==> src/rtl/xor_stream_pkg.sv <==
// Shared types and helpers for the xor_stream_accum block.
// Holds the two-state FSM encoding and the beat-counter width calculation.
package xor_stream_pkg;

  typedef enum logic {
    ACCUM = 1'b0,
    HOLD  = 1'b1
  } state_e;

  // Counter must hold the value MAX_BEATS itself, hence the +1.
  function automatic int count_width(input int max_beats);
    return $clog2(max_beats + 1);
  endfunction

endpackage

==> src/rtl/xor_stream_accum_xor_reduce.sv <==
// Combinational WIDTH-bit XOR reduction; yields the single parity bit of a word.
module xor_reduce #(
  parameter int WIDTH = 8
) (
  input  logic [WIDTH-1:0] in_word,
  output logic             out_bit
);

  // A linear fold; synthesis rebalances it into a log-depth tree.
  always_comb begin
    out_bit = 1'b0;
    for (int i = 0; i < WIDTH; i++) begin
      out_bit = out_bit ^ in_word[i];
    end
  end

endmodule

==> src/rtl/xor_stream_accum.sv <==
// Per-frame column-wise XOR accumulator with registered valid/ready result.
// Optional beat counter / overflow flag built only when XOR_STREAM_STATS_EN is defined.
module xor_stream_accum
  import xor_stream_pkg::*;
#(
  parameter  int WIDTH     = 8,
  parameter  int MAX_BEATS = 16,
  localparam int CW        = count_width(MAX_BEATS)
) (
  input  logic             clk,
  input  logic             rst,
  input  logic             in_valid,
  output logic             in_ready,
  input  logic [WIDTH-1:0] in_data,
  input  logic             in_last,
  output logic             out_valid,
  input  logic             out_ready,
  output logic [WIDTH-1:0] out_parity,
  output logic             out_bit,
  output logic [CW-1:0]    out_beats,
  output logic             out_ovf
);

  // Handshake: a beat transfers on a rising edge where in_valid && in_ready;
  // a result transfers where out_valid && out_ready. in_ready and out_valid
  // come straight from flops, so neither side sees a combinational path.

  state_e           state_q, state_d;
  logic             in_ready_q, in_ready_d;
  logic             out_valid_q, out_valid_d;
  logic [WIDTH-1:0] acc_q, acc_d;
  logic [WIDTH-1:0] out_parity_q, out_parity_d;
  logic             out_bit_q, out_bit_d;

  logic             beat_fire;
  logic [WIDTH-1:0] acc_next;
  logic             acc_next_bit;

  assign beat_fire = in_valid && in_ready_q;
  assign acc_next  = acc_q ^ in_data;

  xor_reduce #(
    .WIDTH (WIDTH)
  ) u_xor_reduce (
    .in_word (acc_next),
    .out_bit (acc_next_bit)
  );

`ifdef XOR_STREAM_STATS_EN
  localparam logic [CW-1:0] CNT_MAX = CW'(MAX_BEATS);

  logic [CW-1:0] cnt_q, cnt_d;
  logic          ovf_q, ovf_d;
  logic [CW-1:0] out_beats_q, out_beats_d;
  logic          out_ovf_q, out_ovf_d;
  logic [CW-1:0] cnt_next;
  logic          ovf_next;

  // Count sticks at MAX_BEATS; the overflow flag latches on the first beat past it.
  assign cnt_next = (cnt_q == CNT_MAX) ? cnt_q : cnt_q + CW'(1);
  assign ovf_next = ovf_q | (cnt_q == CNT_MAX);

  always_comb begin
    cnt_d       = cnt_q;
    ovf_d       = ovf_q;
    out_beats_d = out_beats_q;
    out_ovf_d   = out_ovf_q;
    if (state_q == ACCUM && beat_fire) begin
      if (in_last) begin
        out_beats_d = cnt_next;
        out_ovf_d   = ovf_next;
        cnt_d       = '0;
        ovf_d       = 1'b0;
      end else begin
        cnt_d = cnt_next;
        ovf_d = ovf_next;
      end
    end
  end

  always_ff @(posedge clk) begin
    if (rst) begin
      cnt_q       <= '0;
      ovf_q       <= 1'b0;
      out_beats_q <= '0;
      out_ovf_q   <= 1'b0;
    end else begin
      cnt_q       <= cnt_d;
      ovf_q       <= ovf_d;
      out_beats_q <= out_beats_d;
      out_ovf_q   <= out_ovf_d;
    end
  end

  assign out_beats = out_beats_q;
  assign out_ovf   = out_ovf_q;
`else
  assign out_beats = '0;
  assign out_ovf   = 1'b0;
`endif

  always_comb begin
    state_d      = state_q;
    in_ready_d   = in_ready_q;
    out_valid_d  = out_valid_q;
    acc_d        = acc_q;
    out_parity_d = out_parity_q;
    out_bit_d    = out_bit_q;
    case (state_q)
      ACCUM: begin
        // in_ready is held low through reset and rises on the first ACCUM cycle.
        in_ready_d  = 1'b1;
        out_valid_d = 1'b0;
        if (beat_fire) begin
          if (in_last) begin
            out_parity_d = acc_next;
            out_bit_d    = acc_next_bit;
            acc_d        = '0;
            state_d      = HOLD;
            in_ready_d   = 1'b0;
            out_valid_d  = 1'b1;
          end else begin
            acc_d = acc_next;
          end
        end
      end
      HOLD: begin
        if (out_ready) begin
          state_d     = ACCUM;
          in_ready_d  = 1'b1;
          out_valid_d = 1'b0;
        end
      end
      default: begin
        state_d     = ACCUM;
        in_ready_d  = 1'b0;
        out_valid_d = 1'b0;
      end
    endcase
  end

  always_ff @(posedge clk) begin
    if (rst) begin
      state_q      <= ACCUM;
      in_ready_q   <= 1'b0;
      out_valid_q  <= 1'b0;
      acc_q        <= '0;
      out_parity_q <= '0;
      out_bit_q    <= 1'b0;
    end else begin
      state_q      <= state_d;
      in_ready_q   <= in_ready_d;
      out_valid_q  <= out_valid_d;
      acc_q        <= acc_d;
      out_parity_q <= out_parity_d;
      out_bit_q    <= out_bit_d;
    end
  end

  assign in_ready   = in_ready_q;
  assign out_valid  = out_valid_q;
  assign out_parity = out_parity_q;
  assign out_bit    = out_bit_q;

endmodule

==> config.mk <==
export PLATFORM = sky130hd
export DESIGN_NAME = xor_stream_accum
export DESIGN_NICKNAME = d
export VERILOG_FILES = /design/src/rtl/xor_stream_pkg.sv /design/src/rtl/xor_stream_accum_xor_reduce.sv /design/src/rtl/xor_stream_accum.sv
export SDC_FILE = /design/constraint.sdc
export NUM_CORES = 1
export LEC_CHECK = 0
export CAP_MARGIN = 5
export CORE_AREA = 2 2 60 62
export CTS_CLUSTER_SIZE = 25
export DETAILED_ROUTE_END_ITERATION = 8
export DIE_AREA = 0 0 62 64
export HOLD_SLACK_MARGIN = 0.12
export PLACE_DENSITY = 0.61
export RECOVER_POWER = 50
export SLEW_MARGIN = 10
export SYNTH_ARGS = -nofsm -noshare
export SYNTH_HDL_FRONTEND = slang
export SYNTH_SLANG_ARGS = --single-unit
==> constraint.sdc <==
create_clock -name clk -period 3.3 [get_ports clk]
set_clock_uncertainty 0.2 [all_clocks]
set_input_delay 0.99 -clock clk [delete_from_list [all_inputs] [get_ports clk]]
set_output_delay 0.99 -clock clk [all_outputs]
set_load 0.02 [all_outputs]
==> flow_results.xml <==
<?xml version="1.0" encoding="UTF-8"?>
<metrics>
  <group name="synthesis">
    <metric name="post_synth_num_cell_types" unit="">17</metric>
    <metric name="synth_instances" unit="">107</metric>
    <metric name="post_synth_instance_area" unit="sq um">947.2</metric>
    <metric name="most_instantiated_flip_flop_cell_in_the_synthesis_netlist" unit="">sky130_fd_sc_hd__dfxtp_1</metric>
    <metric name="synth_enable_flop_cells" unit="">0</metric>
    <metric name="yosysSeqAreaShare" unit="">0.4227</metric>
    <metric name="async_flop_share" unit="">0</metric>
    <metric name="ys_ff_latch" unit="">20</metric>
    <metric name="average_cell_area_after_synthesis" unit="sq um">8.852</metric>
    <metric name="yosysWarnings" unit="">0</metric>
  </group>
  <group name="global_routing">
    <metric name="grt_start_max_net_pins" unit="">21</metric>
    <metric name="grt_pass1_wl" unit="microns">2960</metric>
    <metric name="via_count_of_the_first_global_routing_pass" unit="">724</metric>
    <metric name="number_of_antenna_violations_at_the_first_check_in_global_routing" unit="">0</metric>
    <metric name="track_usage" unit="">0.1021</metric>
    <metric name="globalRouteOverflowTotal" unit="">0</metric>
  </group>
  <group name="placement">
    <metric name="place_worst_setup_slack" unit="ns">0.3394</metric>
    <metric name="portBuffers" unit="">23</metric>
    <metric name="gp_congestion" unit="">0.7076</metric>
    <metric name="hpwlAfterDp" unit="microns">1495</metric>
  </group>
  <group name="cts">
    <metric name="clkLatencyLatePin" unit="ns">0.29</metric>
    <metric name="tritoncts" unit="">built</metric>
    <metric name="h-tree-depth" unit="">1</metric>
    <metric name="clk_transition_reported_paths" unit="ns">0.10</metric>
    <metric name="ctsResizeCount" unit="">0</metric>
    <metric name="tritoncts_num_sinks" unit="">20</metric>
    <metric name="clk_root_buffer_cell" unit="">sky130_fd_sc_hd__clkbuf_4</metric>
    <metric name="cts_inserted_buffers" unit="">3</metric>
    <metric name="cts_buffer_depth" unit="">2</metric>
    <metric name="cts_setup_buffers" unit="">0</metric>
    <metric name="ctsHoldBuffers" unit="">0</metric>
  </group>
  <group name="pwr">
    <metric name="design_power_total" unit="mW">0.4829</metric>
    <metric name="p_leak" unit="nW">0.4185</metric>
    <metric name="power.share.clock" unit="">0.230</metric>
    <metric name="p_sw" unit="mW">0.1343</metric>
    <metric name="cell_internal_pwr" unit="mW">0.3486</metric>
    <metric name="p_per_area" unit="nW/um^2">396.6</metric>
    <metric name="p_comb_frac" unit="">0.236</metric>
    <metric name="worst_ir_drop_vdd" unit="uV">124.0</metric>
    <metric name="switching_share" unit="">0.2782</metric>
    <metric name="share_seq_of_total_power" unit="">0.534</metric>
  </group>
  <group name="critical_path">
    <metric name="critical_path.startpoint" unit="">in_valid</metric>
    <metric name="ff2ff_path_depth" unit="">5</metric>
    <metric name="r2r_end" unit="">out_parity[5]</metric>
    <metric name="critical_path_class" unit="">in2reg</metric>
    <metric name="critPathCapture" unit="">out_parity[5]</metric>
    <metric name="worst_ep_required_time" unit="ns">3.25</metric>
    <metric name="setup.worst_path.end_class" unit="">flop</metric>
    <metric name="regToRegStartpoint" unit="">in_ready</metric>
    <metric name="r2r_setup_slack" unit="ns">1.27</metric>
    <metric name="timing.critical_path.from_type" unit="">input pin</metric>
    <metric name="maximum_fanout_count_along_the_critical_path" unit="">18</metric>
    <metric name="worstPathArrival" unit="ns">2.80</metric>
  </group>
  <group name="finish">
    <metric name="drive_gt1_frac" unit="">0.06154</metric>
    <metric name="fillCellCount" unit="">332</metric>
    <metric name="antennaDiodeCount" unit="">0</metric>
    <metric name="final_core_utilization" unit="">0.3707</metric>
    <metric name="area_growth" unit="%">28.53</metric>
    <metric name="nets" unit="">145</metric>
  </group>
  <group name="sta">
    <metric name="finalMaxSlewViolations" unit="">0</metric>
    <metric name="unrepaired_setup_endpoints_after_global_routing" unit="">no</metric>
    <metric name="final-setup-viol-count" unit="">0</metric>
    <metric name="final.period_utilization" unit="">0.8614</metric>
    <metric name="worst_pin_slew" unit="ns">0.8246</metric>
    <metric name="finalWorstPathRequiredPeriod" unit="ns">2.843</metric>
    <metric name="finalHoldViolCount" unit="">0</metric>
    <metric name="max_clk_rate" unit="GHz">0.3518</metric>
    <metric name="timing.max_slew.rel_slack" unit="">0.4500</metric>
    <metric name="fin_ws" unit="ns">0.4573</metric>
    <metric name="totalNegativeSetupSlack" unit="ns">0</metric>
  </group>
  <group name="routing">
    <metric name="drt_first_iter_violations" unit="">9</metric>
    <metric name="drtPass1Iterations" unit="">4</metric>
    <metric name="drc" unit="">0</metric>
    <metric name="ant_nets" unit="">0</metric>
    <metric name="avgViaCountPerCell" unit="">4.307</metric>
    <metric name="route.detailed.wl_per_inst" unit="microns">10.90</metric>
    <metric name="postRouteWirelength" unit="microns">1919</metric>
    <metric name="vias" unit="">758</metric>
  </group>
  <group name="status">
    <metric name="run_status" unit="">finished clean</metric>
  </group>
  <group name="die">
    <metric name="floorplan.die_area" unit="sq um">3968</metric>
    <metric name="boundaryPins" unit="">30</metric>
    <metric name="floorplan.initialDensity" unit="">0.2884</metric>
    <metric name="placeableCoreArea" unit="sq um">3284</metric>
    <metric name="die_y" unit="microns">64</metric>
    <metric name="fp.dieW" unit="microns">62</metric>
    <metric name="row_count" unit="">21</metric>
  </group>
  <group name="min_path">
    <metric name="min_path_type" unit="">reg2reg</metric>
    <metric name="worstHoldStart" unit="">acc_q[3]</metric>
    <metric name="hold_path_depth" unit="">2</metric>
  </group>
  <group name="job">
    <metric name="cap_viol_max_count" unit="">0</metric>
  </group>
</metrics>
registers in the layout (all words and copies together) (netlist names):
| register | cells |
|---|---|
| acc_q | 8 |
| in_ready | 1 |
| out_parity | 8 |
| state_q | 1 |
| out_bit | 1 |
| out_valid | 1 |
Yosys cell counts, drive strengths merged, types with 2 or more instances:
library cell  number  area share
buf                9       0.066
nand3b             8       0.063
a211oi            10       0.085
dfxtp             20        0.42
clkbuf             2      0.0079
a21oi              9       0.048
o21ai              8       0.042
nand2              8       0.032
xnor2             15        0.14
nor2              12       0.048
nor2b              2       0.013
worst min path at each step:
stage | end | slack (ns)
finish | acc_q[3] | 0.28
detailed placement | acc_q[7] | 0.27
global route | acc_q[1] | 0.31
floorplan | acc_q[0] | 0.25
CTS | acc_q[7] | 0.29
global placement | acc_q[5] | 0.26
per-layer routing:
| metal | GRT usage | vias up | share of wire |
|---|---|---|---|
| met5 | 0 | - | 0 |
| met2 | 0.1589 | 20 | 0.48 |
| met1 | 0.1241 | 336 | 0.46 |
| met4 | 0.05851 | 0 | 0.024 |
| met3 | 0.02429 | 4 | 0.038 |
| li1 | - | 398 | - |
kinds of logic after synthesis:
logic type,after synthesis,share of synthesized area
AOI/OAI and AO/OA,27,0.1744
xor gates and xnor gates,15,0.1387
buffers and inverters,12,0.07794
DFF,20,0.4227
other,1,0.003959
and+or+nand+nor,32,0.1823
cells in the final DEF (no fill, tap or decap), drive strengths merged:
cell type,netlist,layout
nand2,8,8
clkdlybuf4s50,0,11
inv,1,1
o21ai,8,8
xnor2,15,15
clkbuf,2,3
nor2b,2,2
a211oi,10,10
dfxtp,20,20
dlygate4sd3,0,12
nand3b,8,8
buf,9,3
and2,1,1
nor3b,1,1
a21oi,9,9
nor2,12,12
conb,1,6
metrics by stage:
step | area, sq um | hold slack, ns | std cells
5_1_grt | 1217 | 0.3051 | 176
4_1_cts | 1229 | 0.2852 | 176
2_1_floorplan | 965.9 | 0.2522 | 112
6_report | 1217 | 0.2819 | 176
3_3_place_gp | 1206 | 0.2607 | 173
3_5_place_dp | 1206 | 0.2700 | 173
layout make-up:
type                       instances  area [sq um]  area share
sequential                        20         400.4      0.3289
clock buffer                       3         22.52     0.01850
inverter                           1         3.754    0.003083
tap                               46         57.56     0.04728
timing repair buffer              26         252.7      0.2076
multi-input combinational         80         480.5      0.3947
critical path, stage by stage:
cell and delay (ns):
sky130_fd_sc_hd__dlygate4sd3_1 0.53, sky130_fd_sc_hd__nor3b_1 0.25, sky130_fd_sc_hd__and2_0 0.71, sky130_fd_sc_hd__buf_4 0.26, sky130_fd_sc_hd__a211oi_1 0.07
power by group through the flow:
stage | registers [mW] | logic (mW) | clock network [mW]
finish | 0.258 | 0.114 | 0.111
global placement | 0.264 | 0.117 | 0
global route | 0.260 | 0.124 | 0.128
floorplan | 0.272 | 0.0716 | 0
CTS | 0.259 | 0.119 | 0.119
detailed placement | 0.264 | 0.119 | 0
(Power assumes the default switching activity.)
